`config.mk`:
```
export PLATFORM = sky130hd
export DESIGN_NAME = uart_rx_block_flat
export DESIGN_NICKNAME = d
export VERILOG_FILES = /design/src/rtl/uart_rx_block_if.sv /design/src/rtl/uart_rx_block.sv /design/src/flat_wrapper.sv
export SDC_FILE = /design/constraint.sdc
export NUM_CORES = 1
export LEC_CHECK = 0
export CAP_MARGIN = 5
export CORE_MARGIN = 2
export CORE_UTILIZATION = 38
export CTS_CLUSTER_SIZE = 20
export DETAILED_ROUTE_END_ITERATION = 10
export SYNTH_ARGS = -nofsm -noshare
export SYNTH_HDL_FRONTEND = slang
export SYNTH_SLANG_ARGS = --single-unit
```
`constraint.sdc`:
```
create_clock -name clk -period 14.1 [get_ports clk]
set_input_delay 2.115 -clock clk [delete_from_list [all_inputs] [get_ports clk]]
set_output_delay 2.115 -clock clk [all_outputs]
set_load 0.02 [all_outputs]
```
`src/rtl/uart_rx_block_if.sv`:
```
// rtl/uart_rx_block_if.sv - serial input and byte/block/error outputs of uart_rx_block
interface uart_rx_block_if;
   logic         rx_in;
   logic [7:0]   byte_out;
   logic         byte_valid;
   logic [127:0] block_out;
   logic         block_valid;
   logic         frame_err;

   modport slave (
      input  rx_in,
      output byte_out, byte_valid, block_out, block_valid, frame_err
   );

   modport master (
      output rx_in,
      input  byte_out, byte_valid, block_out, block_valid, frame_err
   );
endinterface

```
`src/rtl/uart_rx_block.sv`:
```
// rtl/uart_rx_block.sv - UART receiver packing 16 bytes per 128-bit block
// Optional even-parity frames (8E1) when UART_RX_PARITY_EN is defined.
module uart_rx_block #(
   parameter int CLKS_PER_BIT = 868,
   parameter int TIMEOUT_BITS = 20
) (
   input  logic           clk,
   input  logic           reset,
   uart_rx_block_if.slave bus
);
   localparam int CW       = $clog2(CLKS_PER_BIT);
   localparam int TO_LIMIT = TIMEOUT_BITS * CLKS_PER_BIT;
   localparam int TW       = $clog2(TO_LIMIT);
   localparam logic [CW-1:0] FULL_M1 = CW'(CLKS_PER_BIT - 1);
   localparam logic [CW-1:0] HALF_M1 = CW'(CLKS_PER_BIT / 2 - 1);
   localparam logic [TW-1:0] TO_M1   = TW'(TO_LIMIT - 1);

`ifdef UART_RX_PARITY_EN
   typedef enum logic [2:0] {S_IDLE, S_START, S_DATA, S_PARITY, S_STOP} state_t;
`else
   typedef enum logic [2:0] {S_IDLE, S_START, S_DATA, S_STOP} state_t;
`endif

   state_t         r_state, w_next;
   logic           r_sync1, r_rxs, r_rxs_d;
   logic [CW-1:0]  r_clk_cnt;
   logic [2:0]     r_bit_cnt;
   logic [7:0]     r_shift;
   logic [127:0]   r_buf;
   logic [3:0]     r_byte_count;
   logic [TW-1:0]  r_idle_cnt;
   logic [7:0]     r_byte_out;
   logic           r_byte_valid;
   logic [127:0]   r_block_out;
   logic           r_block_valid;
   logic           r_frame_err;
`ifdef UART_RX_PARITY_EN
   logic           r_par_bad;
`endif

   logic w_tick, w_shift, w_good, w_bad, w_timeout, w_fall;

   assign w_tick = (r_state == S_START) ? (r_clk_cnt == HALF_M1) : (r_clk_cnt == FULL_M1);
   assign w_fall = !r_rxs && r_rxs_d;

   always_ff @(posedge clk or posedge reset) begin
      if (reset) r_state <= S_IDLE;
      else       r_state <= w_next;
   end

   always_comb begin
      w_next = r_state;
      case (r_state)
         S_IDLE:   if (w_fall) w_next = S_START;
         S_START:  if (w_tick) w_next = r_rxs ? S_IDLE : S_DATA;
`ifdef UART_RX_PARITY_EN
         S_DATA:   if (w_tick && r_bit_cnt == 3'd7) w_next = S_PARITY;
         S_PARITY: if (w_tick) w_next = S_STOP;
`else
         S_DATA:   if (w_tick && r_bit_cnt == 3'd7) w_next = S_STOP;
`endif
         S_STOP:   if (w_tick) w_next = S_IDLE;
         default:  w_next = S_IDLE;
      endcase
   end

   always_comb begin
      w_shift   = (r_state == S_DATA) && w_tick;
`ifdef UART_RX_PARITY_EN
      w_good    = (r_state == S_STOP) && w_tick && r_rxs && !r_par_bad;
`else
      w_good    = (r_state == S_STOP) && w_tick && r_rxs;
`endif
      w_bad     = (r_state == S_STOP) && w_tick && !w_good;
      w_timeout = (r_state == S_IDLE) && (r_byte_count != 4'd0) && (r_idle_cnt == TO_M1);
   end

   // Synchroniser idles high so reset never looks like a start edge
   always_ff @(posedge clk or posedge reset) begin
      if (reset) begin
         r_sync1 <= 1'b1;
         r_rxs   <= 1'b1;
         r_rxs_d <= 1'b1;
      end else begin
         r_sync1 <= bus.rx_in;
         r_rxs   <= r_sync1;
         r_rxs_d <= r_rxs;
      end
   end

   always_ff @(posedge clk or posedge reset) begin
      if (reset) begin
         r_clk_cnt <= '0;
         r_bit_cnt <= 3'd0;
         r_shift   <= 8'd0;
      end else begin
         r_clk_cnt <= (r_state == S_IDLE || w_tick) ? '0 : r_clk_cnt + 1'b1;
         if (r_state == S_IDLE) r_bit_cnt <= 3'd0;
         else if (w_shift)      r_bit_cnt <= r_bit_cnt + 3'd1;
         if (w_shift)           r_shift   <= {r_rxs, r_shift[7:1]};
      end
   end

`ifdef UART_RX_PARITY_EN
   always_ff @(posedge clk or posedge reset) begin
      if (reset)                                r_par_bad <= 1'b0;
      else if (r_state == S_PARITY && w_tick)   r_par_bad <= (^r_shift) ^ r_rxs;
   end
`endif

   // Timeout only runs while a partial block is pending
   always_ff @(posedge clk or posedge reset) begin
      if (reset) begin
         r_idle_cnt <= '0;
      end else if (r_state != S_IDLE || r_byte_count == 4'd0 || w_timeout) begin
         r_idle_cnt <= '0;
      end else begin
         r_idle_cnt <= r_idle_cnt + 1'b1;
      end
   end

   always_ff @(posedge clk or posedge reset) begin
      if (reset) begin
         r_buf         <= '0;
         r_byte_count  <= 4'd0;
         r_byte_out    <= 8'd0;
         r_byte_valid  <= 1'b0;
         r_block_out   <= '0;
         r_block_valid <= 1'b0;
         r_frame_err   <= 1'b0;
      end else begin
         r_byte_valid  <= w_good;
         r_frame_err   <= w_bad;
         r_block_valid <= w_good && (r_byte_count == 4'd15);
         if (w_timeout) begin
            r_byte_count <= 4'd0;
            r_buf        <= '0;
         end else if (w_good) begin
            r_byte_out                      <= r_shift;
            r_buf[{~r_byte_count, 3'b000} +: 8] <= r_shift;
            r_byte_count                    <= r_byte_count + 4'd1;
            if (r_byte_count == 4'd15) r_block_out <= {r_buf[127:8], r_shift};
         end
      end
   end

   assign bus.byte_out    = r_byte_out;
   assign bus.byte_valid  = r_byte_valid;
   assign bus.block_out   = r_block_out;
   assign bus.block_valid = r_block_valid;
   assign bus.frame_err   = r_frame_err;
endmodule

```
`src/flat_wrapper.sv`:
```
// flat-port wrapper written by rule: the top's interface ports become plain ports
module uart_rx_block_flat 
#(
   parameter int CLKS_PER_BIT = 868,
   parameter int TIMEOUT_BITS = 20
)
  (clk, reset, bus_rx_in, bus_byte_out, bus_byte_valid, bus_block_out, bus_block_valid, bus_frame_err);
  uart_rx_block_if bus_i ();
  input  logic clk;
  input  logic reset;
  input wire logic [$bits(bus_i.rx_in)-1:0] bus_rx_in;
  output wire logic [$bits(bus_i.byte_out)-1:0] bus_byte_out;
  output wire logic [$bits(bus_i.byte_valid)-1:0] bus_byte_valid;
  output wire logic [$bits(bus_i.block_out)-1:0] bus_block_out;
  output wire logic [$bits(bus_i.block_valid)-1:0] bus_block_valid;
  output wire logic [$bits(bus_i.frame_err)-1:0] bus_frame_err;
  assign bus_i.rx_in = bus_rx_in;
  assign bus_byte_out = bus_i.byte_out;
  assign bus_byte_valid = bus_i.byte_valid;
  assign bus_block_out = bus_i.block_out;
  assign bus_block_valid = bus_i.block_valid;
  assign bus_frame_err = bus_i.frame_err;
  uart_rx_block #(.CLKS_PER_BIT(CLKS_PER_BIT), .TIMEOUT_BITS(TIMEOUT_BITS)) u_core (.clk(clk), .reset(reset), .bus(bus_i));
endmodule
```
== After elaboration in Yosys (flattened, before gate mapping) ==
Index checks and enable logic that the tools add are counted.

* Flip-flop bits (word level): 313
* Bits of input ports: 3
* Output and inout port bits: 139

* Add/sub/neg operators: 5
* Eq/ne operators: 12
* Shift operators: 2
* Muxes and demuxes: 16
* Bitwise logic cells: 2
* Reductions and logical operators: 23

{| class="wikitable"
|+ Operator list
! operator !! count
|-
| 128-bit two-way mux || 2
|-
| 128-bit bitwise mux || 1
|-
| 8-bit by 9-bit variable shift with 128-bit output (first input constant) || 1
|-
| 8-bit by 9-bit indexed part select with 128-bit output || 1
|-
| 3-bit two-way mux || 6
|-
| 15-bit by 1-bit adder with 15-bit output (second input constant) || 1
|-
| 15-bit == test (second input constant) || 1
|-
| 15-bit two-way mux || 1
|-
| 3-bit one-hot mux with 4 select lines || 1
|-
| 10-bit by 1-bit adder with 10-bit output (second input constant) || 1
|-
| 10-bit == test (second input constant) || 1
|-
| 10-bit by 9-bit == test with 1-bit output (second input constant) || 1
|-
| 10-bit two-way mux || 1
|-
| 1-bit logical AND || 9
|-
| 7-bit negation with 9-bit output || 1
|-
| 4-bit two-way mux || 2
|-
| 2-bit by 1-bit inequality test with 1-bit output (second input constant) || 4
|-
| 3-bit by 2-bit == test with 1-bit output (second input constant) || 2
|-
| 4-bit by 1-bit adder with 4-bit output (second input constant) || 1
|-
| 4-bit == test (second input constant) || 1
|-
| 4-bit zero test || 1
|-
| 4-bit inverter || 1
|-
| 4-bit AND reduction || 1
|-
| 2-bit nonzero test || 2
|-
| other kinds (13) || 16
|}

== Logic depth before layout (Yosys ltp) ==
Gate-level depths: netlist of run 1.

* Word-level depth: 6
* Mapped depth: 11
* Depth with buffers taken out: 7

== Worst setup path before layout of run 1 ==
Ideal clock, no wire load.

* Path kind: flip-flop to output port
* Start point: register u_core.r_byte_out[0], in the netlist u_core.bus.byte_out[0]
* End point: output bus_byte_out[0]
* Arrival: 0.425 ns
* Slack: 11.560 ns
* Cell stages (with the launch flop): 1
* Path buffers: 0
* Path through: dfrtp_1

{| class="wikitable"
|+ RTL lines
! element !! RTL line !! source
|-
| start: declaration || uart_rx_block.sv:32 || <nowiki>logic [7:0] r_byte_out;</nowiki>
|-
| start signal: assignment || uart_rx_block.sv:139 || <nowiki>r_byte_out <= r_shift;</nowiki>
|-
| end: declaration || flat_wrapper.sv:12 || <nowiki>output wire logic [$bits(bus_i.byte_out)-1:0] bus_byte_out;</nowiki>
|}

No word-level cell between the ends.

==> Flow_metrics.wiki, run 1 <==
{| class="wikitable"
! Metric !! Value
|-
| Period utilization || 30.97%
|-
| Main flop type after synthesis || sky130_fd_sc_hd__dfrtp_1
|-
| Reg clk slew, reported paths || 0.06 ns
|-
| Final WL || 30700 um
|-
| Syn Nets || 1051
|-
| Via count of the first global-routing pass || 8301
|-
| Number of top-level pins || about 140
|-
| Path depth of the worst reg2reg path || 6
|-
| Post-synthesis instance total || ~1000
|-
| Source-to-sink clock delay at the later pin of the worst-skew pair || 0.51 ns
|-
| Max-capacitance violation count || 0
|-
| Final Total Pwr || between 0.0015 and 0.002 W
|-
| Total CTS buffers || 34
|-
| First-pass iteration count of the detailed router || 4
|-
| Pwr per Cell Area || around 120 nW/um^2
|-
| Htree depth || 2
|-
| Remaining DRCs || 0
|-
| Kind of start point of the critical path || input port
|-
| Maximum clock frequency || ~230 MHz
|-
| Mean cell area of the mapped netlist || 12.31 um^2
|-
| Post-synth EDFFs || 0
|-
| Critical Path RT || around 15 ns
|-
| Worst flop-to-flop path startpoint || u_core.r_state[1]$_DFFE_PP0P_
|-
| Maximum clock skew at final layout || slightly above 0.02 ns
|-
| Port bufs || 141
|-
| FF+latch count, synth || roughly 300
|-
| Layout cell share with drive strength beyond 1 || roughly a fifth
|-
| Hold Fails Final Rpt || 0
|-
| Netlist cell types || 62
|-
| Worst reg-to-reg setup slack || 10.82 ns
|-
| Clock sinks || roughly 300
|-
| Worst Tran Pin Value || 1.150 ns
|-
| Final worst path period need || 4.366 ns
|-
| Post-cts repair resize count || 0
|-
| Status || finished clean
|-
| Die Span X || around 190 um
|-
| Count of buffers added by post-CTS timing repair for setup || 0
|-
| Worst hold path class || reg -> reg
|-
| DP Wirelength || 19200 um
|-
| Reg-to-reg critical path endpoint || u_core.bus.block_out[92]$_DFFE_PP0P_
|-
| Buffer levels on the longest clock path || 3
|-
| Total global-route track usage || between 10% and 20%
|-
| Largest stage delay, worst path || 0.86 ns
|-
| Largest net degree at the start of global routing || 122
|-
| First-pass GRT wire length || 48950 um
|-
| Die Height || 187.6 um
|-
| Library cell appearing most often on the critical path || sky130_fd_sc_hd__buf_4
|-
| Post-DR wirelength/cell || approximately 19 um
|-
| Routed Antenna Nets || 0
|-
| Standard-cell row count || 67
|-
| Yosys synthesis warning count || 0
|-
| Weighted congestion reported at the end of routability-driven placement || roughly 0.8
|-
| Destination of the worst hold path || u_core.r_rxs$_DFF_PP1_
|-
| Hold_buf cts || 0
|-
| Cell at the slowest stage of the critical path || sky130_fd_sc_hd__buf_4
|-
| Initial Utilization || 38.37%
|-
| Fraction of registers with async set/reset || 100.0%
|-
| Initial antenna violation count || 0
|-
| Via count || 8350
|-
| Peak supply drop || 0.00006295 V
|-
| Unrepaired setup endpoints after global routing || false
|-
| Syn Std Cell Area || 12800 um^2
|-
| Total of fill cells in the finished design || 3089
|-
| Data arrival time at the worst-slack endpoint || 4.87 ns
|-
| Clock tree from TritonCTS || yes
|-
| Floorplan core area || 33360 um^2
|-
| Total negative slack for setup checks || 0 ns
|-
| Root Buffer || sky130_fd_sc_hd__clkbuf_16
|-
| Final Setup Violations || 0
|-
| Antenna fix cells || 0
|-
| Combined area of the multi-input logic cells || about 4800 um^2
|-
| CP Class || in -> async
|-
| Synth-to-Final Area Change || 22.17%
|-
| Total grt overflow || 0
|-
| Hold Crit Start || u_core.r_sync1$_DFF_PP1_
|-
| Proportion of synthesized chip area in sequential cells || 59.44%
|-
| Crit path capture type || asynchronous set/reset pin
|-
| Standby leakage power || 7.100 nW
|-
| Average via count per standard cell || 5.101
|-
| Worst relative slew slack || 23.36%
|-
| Critical-path cell list || clkdlybuf4s50_1 > inv_8 > buf_4 > buf_4
|-
| Post-layout net count || 1180
|-
| Cells on Worst Hold Path || 0
|-
| Biggest fanout along the worst timing path || between 100 and 150
|-
| Sequential cell area || 7611 um^2
|-
| Initial DRC count || ~530
|-
| Count of pins over their slew limit || 0
|-
| Die outline area || 35180 um^2
|}
==> power breakdown <==
part	switching, W	internal, W	total [W]
Combinational	0.0000283	0.0000155	0.0000438
Clock	0.000341	0.000555	0.000896
Sequential	0.0000148	0.000883	0.000898
Total	0.000384	0.00145	0.00184
==> cells in the final DEF, fill, tap and decap left out, drive strengths merged, types with 3 or more instances in the layout <==
cell type	n
nand4	11
and3b	3
xnor2	13
clkbuf	48
nor3b	4
inv	11
nor2	54
a2111oi	8
and2	10
o21ai	79
nand3	79
ha	8
a22o	18
xor2	9
and3	15
clkdlybuf4s50	141
or3	3
mux2	135
o2111ai	5
nor2b	5
nand2	125
a21oi	25
bufinv	3
buf	13
o211ai	3
nand2b	4
mux2i	21
and4	3
dfstp	3
dfrtp	301
clkinv	5
==> cell families (layout without fill, tap and decap cells) <==
logic type               after synthesis  in the layout  share of synthesized area, %
XOR/XNOR                              22             22                         1.798
flip-flops                           304            304                         59.44
buffers and inverters                 72            221                         3.313
multiplexers                         156            156                         13.52
AND/OR/NAND/NOR                      328            328                         12.57
adder cells (fa/ha/maj)                8              8                        0.7818
AO/OA/AOI/OAI                        150            150                         8.580
==> layer usage <==
metal	GRT usage (%)	vias up	share of wire, %
li1	-	3912	-
met3	2.976	46	4.3
met1	26.24	4208	49
met5	0	-	0
met4	4.179	0	1.7
met2	27.04	184	45
==> sequential cells by signal, indices dropped and copies added (netlist names), 2 cells and up <==
| signal | count |
|---|---|
| u_core.r_clk_cnt | 10 |
| u_core.r_buf | 120 |
| u_core.r_shift | 8 |
| u_core.bus.byte_out | 8 |
| u_core.bus.block_out | 128 |
| u_core.r_byte_count | 4 |
| u_core.r_state | 2 |
| u_core.r_bit_cnt | 3 |
| u_core.r_idle_cnt | 15 |
==> worst max-delay path by stage <==
stage,from,slack (ns),end
6_report,reset,9.73,u_core.r_buf[18]$_DFFE_PP0P_
5_1_grt,reset,9.20,u_core.r_byte_count[1]$_DFFE_PP0P_
4_1_cts,reset,9.49,u_core.r_byte_count[1]$_DFFE_PP0P_
3_5_place_dp,reset,8.95,u_core.r_buf[12]$_DFFE_PP0P_
3_3_place_gp,reset,8.98,u_core.bus.block_out[41]$_DFFE_PP0P_
2_1_floorplan,reset,3.59,u_core.bus.block_out[0]$_DFFE_PP0P_
==> stage by stage <==
stage | util [%] | instance area [um^2] | cells | hold WS [ns] | worst slack (ns)
6_report | 46.88 | 15640 | 1637 | 0.3542 | 9.734
5_1_grt | 46.88 | 15640 | 1637 | 0.3665 | 9.203
4_1_cts | 46.88 | 15640 | 1637 | 0.3541 | 9.494
2_1_floorplan | - | 12800 | 1040 | 0.3452 | 3.587
3_3_place_gp | 43.49 | 14510 | 1581 | 0.3478 | 8.979
3_5_place_dp | 43.49 | 14510 | 1581 | 0.3468 | 8.950
==> synthesized netlist by cell type, types with 2 or more instances <==
master / instances / area, um^2
sky130_fd_sc_hd__dfrtp_1: 301 / 7532
sky130_fd_sc_hd__mux2_2: 135 / 1520
sky130_fd_sc_hd__nand2_1: 125 / 469.2
sky130_fd_sc_hd__nand3_1: 78 / 390.4
sky130_fd_sc_hd__o21ai_0: 75 / 375.4
sky130_fd_sc_hd__nor2_1: 51 / 191.4
sky130_fd_sc_hd__a21oi_1: 25 / 125.1
sky130_fd_sc_hd__clkbuf_1: 25 / 93.84
sky130_fd_sc_hd__mux2i_1: 21 / 210.2
sky130_fd_sc_hd__a22o_1: 18 / 157.7
sky130_fd_sc_hd__and3_1: 14 / 87.58
sky130_fd_sc_hd__buf_6: 14 / 157.7
sky130_fd_sc_hd__buf_2: 12 / 60.06
sky130_fd_sc_hd__xnor2_1: 12 / 105.1
sky130_fd_sc_hd__inv_1: 11 / 41.29
sky130_fd_sc_hd__nand4_1: 11 / 68.82
sky130_fd_sc_hd__and2_1: 10 / 62.56
sky130_fd_sc_hd__buf_4: 9 / 67.56
sky130_fd_sc_hd__a2111oi_4: 8 / 220.2
sky130_fd_sc_hd__ha_1: 8 / 100.1
sky130_fd_sc_hd__xor2_1: 8 / 70.07
sky130_fd_sc_hd__nor2b_1: 5 / 31.28
sky130_fd_sc_hd__nand2b_1: 4 / 25.02
sky130_fd_sc_hd__o21ai_1: 4 / 20.02
sky130_fd_sc_hd__and4_1: 3 / 26.28
sky130_fd_sc_hd__dfstp_2: 3 / 78.83
sky130_fd_sc_hd__nor2_2: 3 / 18.77
sky130_fd_sc_hd__nor3b_1: 3 / 22.52
sky130_fd_sc_hd__o2111ai_1: 3 / 26.28
sky130_fd_sc_hd__or3_1: 3 / 18.77
sky130_fd_sc_hd__a211oi_2: 2 / 25.02
sky130_fd_sc_hd__a31oi_1: 2 / 12.51
sky130_fd_sc_hd__and3b_1: 2 / 17.52
sky130_fd_sc_hd__nand4b_1: 2 / 17.52
sky130_fd_sc_hd__nor3_1: 2 / 10.01
sky130_fd_sc_hd__o2111ai_2: 2 / 30.03
==> cell type report <==
type,instances,area share (%)
Sequential cell,304,48.66
Inverter,11,0.3120
Clock buffer,48,6.503
Timing Repair Buffer,154,9.646
Clock inverter,8,0.7359
Tap cell,448,3.583
Multi-Input combinational cell,664,30.56
==> worst max-delay path, delay by kind of cell <==
kind | cells | cell delay [ns]
buf+inv | 4 | 2.68
(Power assumes the default switching activity.)
==> run 2: changes to the inputs <==
==> constraint.sdc (replaced) <==
create_clock -name clk -period 4.4 [get_ports clk]
set_input_delay 0.66 -clock clk [delete_from_list [all_inputs] [get_ports clk]]
set_output_delay 0.66 -clock clk [all_outputs]
set_load 0.02 [all_outputs]
==> Flow_metrics.wiki, run 2 (same netlist as run 1, synthesis figures left out) <==
{| class="wikitable"
! Metric !! Value
|-
| Switching power share of the total || 21.51% (+0.60 points)
|-
| Initial DRC count || 554 (+4.1%)
|-
| Standard-cell row count || 67 (unchanged)
|-
| Worst Tran Pin Value || 1.024 ns (-0.1258 ns)
|-
| Final Setup Violations || 0 (unchanged)
|-
| Path depth of the worst reg2reg path || 6 (unchanged)
|-
| Flip-flop count of the largest register, all copies and words added || 128 (unchanged)
|-
| Root Buffer || sky130_fd_sc_hd__clkbuf_16
|-
| Reg clk slew, reported paths || 0.06 ns (about the same)
|-
| Initial antenna violation count || 0 (unchanged)
|-
| Stages on the worst setup path || 6 (+2)
|-
| Part of the total power dissipated in combinational logic || 2.6% (+0.2 points)
|-
| Least setup slack across all paths after layout || 1.378 ns (-8.356 ns)
|-
| Biggest fanout along the worst timing path || 128 (+5.8%)
|-
| Antenna fix cells || 0 (unchanged)
|-
| Number of top-level pins || 142 (unchanged)
|-
| Die Height || 187.6 um (unchanged)
|-
| Instance area at placement || 14520 um^2 (about the same)
|-
| Hold_buf cts || 0 (unchanged)
|-
| Post-DR wirelength/cell || 18.55 um (-1.1%)
|-
| Post-cts repair resize count || 0 (unchanged)
|-
| Largest delay share family, worst path || simple AND/OR/NAND/NOR gates
|-
| Clock tree from TritonCTS || yes
|-
| Period utilization || 68.69%
|-
| Initial Utilization || 38.37% (unchanged)
|-
| Cell at the slowest stage of the critical path || sky130_fd_sc_hd__dfrtp_1
|-
| Htree depth || 1 (-1)
|-
| Data arrival time at the worst-slack endpoint || 3.45 ns (-1.42 ns)
|-
| Clock sinks || 304 (unchanged)
|-
| Sequential cell fraction of total power || 53.3% (+4.4 points)
|-
| Post-layout net count || 1174 (-0.51%)
|-
| Maximum clock skew at final layout || 0.01852 ns (-0.002128 ns)
|-
| Total grt overflow || 0 (unchanged)
|-
| Largest net degree at the start of global routing || 151 (+24%)
|-
| Synth-to-Final Area Change || 20.37%
|-
| Pwr per Cell Area || 350.6 nW/um^2 (+200%)
|-
| Count of buffers added by post-CTS timing repair for setup || 0 (unchanged)
|-
| Net load switching power || 0.001162 W (+200%)
|-
| Via count of the first global-routing pass || 8185 (-1.4%)
|-
| Via count || 8351 (+0.012%)
|-
| Clock Power Share || 44.1% (-4.6 points)
|-
| Total global-route track usage || 17.20% (-0.46 points)
|-
| Critical Path RT || 4.83 ns (-9.77 ns)
|-
| Standby leakage power || 6.968 nW (-1.9%)
|-
| Unrepaired setup endpoints after global routing || false
|-
| Worst relative slew slack || 31.63% (+8.3 points)
|-
| Layout cell share with drive strength beyond 1 || 18.47% (-0.88 points)
|-
| Peak supply drop || 0.0002752 V (+340%)
|-
| Worst hold path class || reg -> reg
|-
| Worst reg-to-reg setup slack || 1.38 ns (-9.44 ns)
|-
| Die Span X || 187.6 um (unchanged)
|-
| Die outline area || 35180 um^2 (unchanged)
|-
| Weighted congestion reported at the end of routability-driven placement || 0.8523 (+5.8%)
|-
| Routed Antenna Nets || 0 (unchanged)
|-
| Count of pins over their slew limit || 0 (unchanged)
|-
| Worst slack on hold paths || 0.3572 ns (+0.003036 ns)
|-
| Cells on Worst Hold Path || 0 (unchanged)
|-
| Average via count per standard cell || 5.145 (+0.87%)
|-
| Hold Fails Final Rpt || 0 (unchanged)
|-
| Maximum clock frequency || 330.9 MHz
|-
| Placement Setup Slack || 1.415 ns (-7.535 ns)
|-
| Number of buffers and inverters on the critical path || 1 (-3)
|-
| Final worst path period need || 3.022 ns
|-
| Status || finished clean
|-
| Source-to-sink clock delay at the later pin of the worst-skew pair || 0.56 ns (+0.05 ns)
|-
| Critical-path cell list || nor4b_2 > and4b_1 > o211ai_4 > nor2_4 > buf_12 > mux2_2
|-
| Kind of start point of the critical path || flop
|-
| Largest stage delay, worst path || 0.51 ns (-0.35 ns)
|-
| First-pass GRT wire length || 48340 um (-1.2%)
|-
| Port bufs || 141 (unchanged)
|-
| Remaining DRCs || 0 (unchanged)
|-
| Most common cell after layout, fill and taps aside || sky130_fd_sc_hd__dfrtp_1
|-
| Floorplan core area || 33360 um^2 (unchanged)
|-
| DP Wirelength || 18900 um (-1.6%)
|-
| P_int || 0.004241 W (+190%)
|-
| Max-capacitance violation count || 0 (unchanged)
|-
| Leading cell types in the layout, fill and taps excluded || sky130_fd_sc_hd__dfrtp_1 (301), sky130_fd_sc_hd__clkdlybuf4s50_1 (141), sky130_fd_sc_hd__mux2_2 (135), sky130_fd_sc_hd__nand2_1 (125), sky130_fd_sc_hd__nand3_1 (78)
|-
| First-pass iteration count of the detailed router || 5 (+1)
|-
| Post-route cell area || 15410 um^2 (-1.5%)
|-
| CP Class || reg -> reg
|-
| Crit path capture type || flop
|-
| Total CTS buffers || 31 (-8.8%)
|-
| Final WL || 30110 um (-1.9%)
|-
| Post-layout utilization of the core || 46.19% (-0.69 points)
|-
| Buffer levels on the longest clock path || 3 (unchanged)
|}
==> run 2: cell count changes in the layout (fill, tap and decap cells not counted), sizes merged <==
cell      delta
clkbuf      -10
buf          -3
bufinv       -2
clkinv       -1
clkinvlp     +1
inv          +1
==> run 2: worst reg2reg max path, cell delays in order, from the launching register on <==
cell,delay (ns)
sky130_fd_sc_hd__dfrtp_1,0.51
sky130_fd_sc_hd__nor4b_2,0.35
sky130_fd_sc_hd__and4b_1,0.51
sky130_fd_sc_hd__o211ai_4,0.28
sky130_fd_sc_hd__nor2_4,0.19
sky130_fd_sc_hd__buf_12,0.50
sky130_fd_sc_hd__mux2_2,0.57
==> run 2: cell type report <==
cell class	instances	area [um^2]
well taps	448	560.5
inverters	11	45.04
clock buffers	38	822.0
multi-input cells	664	4781
flip-flops and latches	304	7611
fillers	3128	17950
clock inverters	7	67.56
repair buffers	151	1524
==> run 2: layer usage <==
metal  GRT usage [%]  share of wire (%)  vias up  wire, um
li1                -                  -     3896         -
met1           26.72                 50     4226     14950
met2           25.41                 43      193     13100
met3           2.695                5.1       36      1548
met4           3.513                1.7        0       512
met5               0                  0        -         0
==> run 2: through the flow <==
step	TNS (ns)	std cells	total power, W
after floorplan	-90.47	1040	0.003031
after global placement	0	1578	0.003069
after detailed placement	0	1578	0.003074
after CTS	0	1623	0.005475
after global routing	0	1623	0.005618
final	0	1623	0.005403
==> run 2: worst paths after layout <==
path,from,endpoint
max,u_core.r_state[1]$_DFFE_PP0P_,u_core.bus.block_out[103]$_DFFE_PP0P_
min,u_core.r_sync1$_DFF_PP1_,u_core.r_rxs$_DFF_PP1_
max reg2reg,u_core.r_state[1]$_DFFE_PP0P_,u_core.bus.block_out[103]$_DFFE_PP0P_
min reg2reg,u_core.r_sync1$_DFF_PP1_,u_core.r_rxs$_DFF_PP1_
max in group asynchronous,reset,u_core.r_buf[19]$_DFFE_PP0P_
min in group asynchronous,reset,u_core.bus.block_out[126]$_DFFE_PP0P_
==> run 2: power by group through the flow <==
stage	registers (W)	logic (W)	clock network, W
finish	0.00288	0.000140	0.00238
global route	0.00288	0.000167	0.00257
CTS	0.00288	0.000146	0.00245
detailed placement	0.00293	0.000146	0
global placement	0.00293	0.000141	0
floorplan	0.00292	0.000115	0
==> run 3: changes to the inputs <==
==> constraint.sdc (replaced) <==
create_clock -name clk -period 3.05 [get_ports clk]
set_input_delay 0.4575 -clock clk [delete_from_list [all_inputs] [get_ports clk]]
set_output_delay 0.4575 -clock clk [all_outputs]
set_load 0.02 [all_outputs]
==> Flow_metrics.wiki, run 3 (same netlist as run 1, synthesis figures left out) <==
{| class="wikitable"
! Metric !! Value
|-
| Status || finished clean
|-
| Via count of the first global-routing pass || 8585 (+4.9%)
|-
| Source-to-sink clock delay at the later pin of the worst-skew pair || 0.50 ns (-0.06 ns)
|-
| Worst relative slew slack || 35.06% (+3.4 points)
|-
| Unrepaired setup endpoints after global routing || false
|-
| Maximum clock frequency || 372.8 MHz (+13%)
|-
| Number of top-level pins || 142 (unchanged)
|-
| Die Span X || 187.6 um (unchanged)
|-
| Total CTS buffers || 34 (+9.7%)
|-
| Inst Count DP || 1601 (+1.5%)
|-
| Largest net degree at the start of global routing || 81 (-46%)
|-
| Initial antenna violation count || 0 (unchanged)
|-
| Total grt overflow || 0 (unchanged)
|-
| Pwr per Cell Area || 540.4 nW/um^2 (+54%)
|-
| Worst Tran Pin Value || 0.9741 ns (-0.04959 ns)
|-
| Kind of start point of the critical path || flop
|-
| Post-layout net count || 1200 (+2.2%)
|-
| Maximum clock skew at final layout || 0.01346 ns (-0.005057 ns)
|-
| Weighted congestion reported at the end of routability-driven placement || 0.8166 (-4.2%)
|-
| Floorplan core area || 33360 um^2 (unchanged)
|-
| Biggest fanout along the worst timing path || 11 (-91%)
|-
| CP Class || reg -> reg
|-
| Cell at the slowest stage of the critical path || sky130_fd_sc_hd__dfrtp_1
|-
| Final worst path period need || 2.683 ns (-0.3399 ns)
|-
| Post-layout utilization of the core || 47.70% (+1.5 points)
|-
| Total global-route track usage || 18.29% (+1.1 points)
|-
| Data arrival time at the worst-slack endpoint || 3.01 ns (-0.44 ns)
|-
| Htree depth || 2 (+1)
|-
| Initial Utilization || 38.37% (unchanged)
|-
| Number of buffers and inverters on the critical path || 0 (-1)
|-
| Sequential cell area || 7611 um^2 (unchanged)
|-
| Port bufs || 141 (unchanged)
|-
| Peak supply drop || 0.0002960 V (+7.6%)
|-
| Count of pins over their slew limit || 0 (unchanged)
|-
| Period utilization || 87.95% (+19 points)
|-
| Average via count per standard cell || 5.182 (+0.71%)
|-
| Clock tree from TritonCTS || yes
|-
| Synth-to-Final Area Change || 24.29%
|-
| Hold_buf cts || 0 (unchanged)
|-
| Reg clk slew, reported paths || 0.06 ns (about the same)
|-
| Standby leakage power || 7.232 nW (+3.8%)
|-
| Initial DRC count || 652 (+18%)
|-
| Largest delay share family, worst path || compound AO/OA/AOI/OAI gates
|-
| Clock sinks || 304 (unchanged)
|-
| Remaining DRCs || 0 (unchanged)
|-
| Die Height || 187.6 um (unchanged)
|-
| Antenna fix cells || 0 (unchanged)
|-
| Standard-cell row count || 67 (unchanged)
|-
| DP Wirelength || 20430 um (+8.1%)
|-
| Max-capacitance violation count || 0 (unchanged)
|-
| Leading cell types in the layout, fill and taps excluded || sky130_fd_sc_hd__dfrtp_1 (301), sky130_fd_sc_hd__clkdlybuf4s50_1 (141), sky130_fd_sc_hd__mux2_2 (135), sky130_fd_sc_hd__nand2_1 (125), sky130_fd_sc_hd__nand3_1 (78)
|-
| Worst hold path class || reg -> reg
|-
| Largest stage delay, worst path || 0.55 ns (+0.04 ns)
|-
| Hold Fails Final Rpt || 0 (unchanged)
|-
| Total of fill cells in the finished design || 3053 (-2.4%)
|-
| Buffer levels on the longest clock path || 3 (unchanged)
|-
| Die outline area || 35180 um^2 (unchanged)
|-
| Routed Antenna Nets || 0 (unchanged)
|-
| Final Total Pwr || 0.008600 W (+59%)
|-
| Final WL || 31530 um (+4.7%)
|-
| First-pass iteration count of the detailed router || 5 (unchanged)
|-
| Flip-flop count of the largest register, all copies and words added || 128 (unchanged)
|-
| Post-DR wirelength/cell || 19.01 um (+2.4%)
|-
| Final Setup Violations || 0 (unchanged)
|-
| Root Buffer || sky130_fd_sc_hd__clkbuf_16
|-
| Critical-path cell list || ha_1 > xor2_2 > and3_1 > o2111ai_1 > nand3_1 > o21ai_0
|-
| Via count || 8597 (+2.9%)
|-
| Layout cell share with drive strength beyond 1 || 20.73% (+2.3 points)
|-
| Crit path capture type || flop
|-
| First-pass GRT wire length || 50630 um (+4.7%)
|-
| Most common cell after layout, fill and taps aside || sky130_fd_sc_hd__dfrtp_1
|-
| Combined area of the multi-input logic cells || 4788 um^2 (+0.16%)
|-
| Number of non-filler instances in the completed layout || 1659 (+2.2%)
|-
| Critical Path RT || 3.38 ns (-1.45 ns)
|}
run 3: cell count changes in the layout (fill, tap and decap cells not counted):
cell	before	now
sky130_fd_sc_hd__buf_4	7	26
sky130_fd_sc_hd__buf_12	3	7
sky130_fd_sc_hd__bufinv_16	1	5
sky130_fd_sc_hd__clkbuf_16	31	35
sky130_fd_sc_hd__clkbuf_8	2	6
sky130_fd_sc_hd__clkbuf_1	5	8
sky130_fd_sc_hd__clkinv_2	4	3
sky130_fd_sc_hd__inv_6	2	1
sky130_fd_sc_hd__xor2_1	8	7
sky130_fd_sc_hd__xor2_2	0	1
run 3: final timing paths:
check,from,end,slack (ns),depth (start not counted)
worst max-delay path,u_core.r_byte_count[1]$_DFFE_PP0P_,u_core.r_buf[35]$_DFFE_PP0P_,0.37,6
worst min-delay path,u_core.r_sync1$_DFF_PP1_,u_core.r_rxs$_DFF_PP1_,0.36,0
worst max register to register,u_core.r_byte_count[1]$_DFFE_PP0P_,u_core.r_buf[35]$_DFFE_PP0P_,0.37,6
worst min register to register,u_core.r_sync1$_DFF_PP1_,u_core.r_rxs$_DFF_PP1_,0.36,0
max in group asynchronous,reset,u_core.r_rxs_d$_DFF_PP1_,1.84,3
min in group asynchronous,reset,u_core.r_buf[63]$_DFFE_PP0P_,0.40,2
run 3: per-layer routing:
metal / vias to the layer above / GRT usage, % / share of wire [%]
li1: 3955 / - / -
met1: 4368 / 27.51 / 48
met2: 238 / 27.66 / 45
met3: 36 / 3.051 / 5.2
met4: 0 / 4.270 / 1.7
met5: - / 0 / 0
run 3: final cells by class:
cell class	instances	area share, %
clock buffer	49	6.211
clock inverter	9	1.093
inverter	11	0.2830
multi-input combinational	664	30.09
sequential	304	47.83
tap	448	3.522
timing repair buffer	174	10.98
run 3: stage by stage:
stage | instance area [um^2] | worst slack, ns | TNS [ns] | hold WS [ns]
after global routing | 15910 | 0.1415 | 0 | 0.3653
after CTS | 15910 | 0.2388 | 0 | 0.3583
after floorplan | 12810 | -1.448 | -436.95 | 0.3452
after global placement | 14740 | 0.3651 | 0 | 0.3481
after detailed placement | 14740 | 0.2583 | 0 | 0.3500
final | 15910 | 0.3674 | 0 | 0.3568
run 3: timing repair:
item,CTS,global route
buffers inserted,0,0
setup endpoints to repair,0,3
endpoints found under the hold margin,0,0
resized for setup,0,1
run 3: power breakdown:
group / switching [W] / internal [W] / leakage, nW
clock network: 0.00156 / 0.00267 / 0.571
registers: 0.0000716 / 0.00408 / 4.22
logic: 0.000131 / 0.0000817 / 2.44
==> edit: new RTL, flow settings as in run 2 <==
`TIMEOUT_BITS` is set to 20 in 2 places; all go to 28.
--- a/src/rtl/uart_rx_block.sv
+++ b/src/rtl/uart_rx_block.sv
@@ -4,3 +4,3 @@
    parameter int CLKS_PER_BIT = 868,
-   parameter int TIMEOUT_BITS = 20
+   parameter int TIMEOUT_BITS = 28
 ) (
--- a/src/flat_wrapper.sv
+++ b/src/flat_wrapper.sv
@@ -4,3 +4,3 @@
    parameter int CLKS_PER_BIT = 868,
-   parameter int TIMEOUT_BITS = 20
+   parameter int TIMEOUT_BITS = 28
 )
Behaviour: no difference found for any inputs over 10 cycles, from zero or initial values and one cycle with reset high; that may be too few to reach the edited logic, so the function may still have changed.
==> edit against run 2 <==
Cell area increased by 0.56%; critical path type unchanged; largest power group unchanged; power increased by 8.3%; sequential cell count unchanged; clock power increased by 18%; largest cell class unchanged; combinational power increased by 5%; setup slack got worse by 110 ps; synthesized cell count decreased by 0.87%; critical path depth increased by 2; fmax decreased by 3.7%; clock skew decreased by 11 ps; area after synthesis decreased by 2.2%; routed wire length decreased by 1.5%.
==> edit: results (changes against run 2) <==
metric;value;unit;change
status;complete, no violations;;
total wire length;29670;microns;-1.5%
CP max stage cell;buf_4;;
Synth Net Count;1042;;-0.86%
Synth Area in XOR/XNOR;1.749;%;-0.049 points
largest cells by area after synthesis;dfrtp_1, mux2_2, o21ai_0;;
crit-path max cell delay;850;ps;+340 ps
top post-synthesis cells by count;dfrtp_1, mux2_2, nand2_1;;
Initial DRT Pass Iterations;5;;unchanged
worst hold path class;flip-flop to flip-flop;;
H-tree lvl count;2;;+1
GP Congestion;0.8330;;-2.3%
share of layout cells above drive strength 1;18.47;%;about the same
register area share after synthesis;60.79;%;+1.3 points
worst-skew pair later-pin latency;500;ps;-60 ps
Syn Area/Cell;12.14;sq um;-1.4%
HPWL after detailed placement;19440;microns;+2.8%
Antenna Cells;0;;unchanged
first-pass GRT wire length;47560;microns;-1.6%
final hold violations;0;;unchanged
maximum VDD drop;0.2208;mV;-20%
post-synthesis mux area share;14.20;%;+0.68 points
adder-cell share of the synthesized area;0.7994;%;+0.018 points
library cells used by synthesis;54;;-13%
Total Routing Usage GR;17.79;%;+0.60 points
Crit Path Max Fanout;110;;-14%
Compound-Gate Fraction of Synth Area;7.705;%;-0.88 points
Via density;5.081;;-1.3%
reg2reg setup slack;1260;ps;-110 ps
CTS resizes;0;;unchanged
largest net degree at the start of global routing;111;;-26%
1st-iter DRT viols;493;;-11%
CP arrival;3550;ps;+100 ps
Final Skew;7.663;ps;-10.86 ps
Setup TNS;0;ps;unchanged
hold_ws;355.5;ps;-1.742 ps
Post-CTS Setup Inserts;0;;unchanged
Worst slew margin;21.52;%;-10 points
vias in the first global route;8351;;+2.0%
Num CTS Buffers;35;;+13%
Leak;6.960;nW;-0.11%
WL per Instance;18.23;microns;-1.8%
placed cell count;1568;;-0.63%
==> edit: cell count changes in the layout (fill, tap and decap cells not counted), moves of 4 or more <==
cell | before | now
clkbuf_1 | 5 | 12
nand2_1 | 125 | 120
mux2i_1 | 21 | 28
a21oi_1 | 25 | 4
and3_1 | 14 | 10
o21ai_0 | 75 | 93
clkbuf_16 | 31 | 37
==> edit: through the flow <==
stage          setup WS, ps  instance area, sq um
2_1_floorplan        -300.6                 12520
3_3_place_gp           1300                 14380
3_5_place_dp           1274                 14380
4_1_cts                1249                 15500
5_1_grt               940.2                 15500
6_report               1263                 15500
==> edit: cells by family (layout without fill, tap and decap cells) <==
kind of cell	Yosys count	after routing
AND/OR/NAND/NOR	321	321
buffers and inverters	72	227
AO/OA/AOI/OAI	140	140
flip-flops	304	304
multiplexers	161	161
adder cells (fa/ha/maj)	8	8
XOR/XNOR	25	25
==> edit: path summary, 6_finish.rpt <==
path | startpoint | to | cells after the start
worst max-delay path | u_core.r_byte_count[0]$_DFFE_PP0P_ | u_core.r_buf[50]$_DFFE_PP0P_ | 8
worst min-delay path | u_core.r_sync1$_DFF_PP1_ | u_core.r_rxs$_DFF_PP1_ | 0
worst max register to register | u_core.r_byte_count[0]$_DFFE_PP0P_ | u_core.r_buf[50]$_DFFE_PP0P_ | 8
worst min register to register | u_core.r_sync1$_DFF_PP1_ | u_core.r_rxs$_DFF_PP1_ | 0
max in group asynchronous | reset | u_core.r_buf[72]$_DFFE_PP0P_ | 3
min in group asynchronous | reset | u_core.r_buf[84]$_DFFE_PP0P_ | 2
==> edit: where the power goes <==
group          total (mW)  switching (mW)  internal (mW)
Sequential           2.88          0.0508           2.83
Clock                2.82            1.10           1.72
Combinational       0.147          0.0926         0.0541
==> edit: layer usage <==
| metal | vias up | wire [microns] | track usage [%] |
|---|---|---|---|
| li1 | 3870 | - | - |
| met1 | 4184 | 13570 | 24.72 |
| met2 | 166 | 13960 | 28.25 |
| met3 | 52 | 1428 | 3.678 |
| met4 | 0 | 716 | 5.143 |
| met5 | - | 0 | 0 |
==> edit: cell type report <==
type,count,area [sq um]
Clock inverter,7,87.58
Tap cell,442,553.0
Fill cell,2965,16960
Sequential cell,304,7611
Clock buffer,53,1026
Timing Repair Buffer,154,1546
Multi-Input combinational cell,655,4621
Inverter,13,52.55
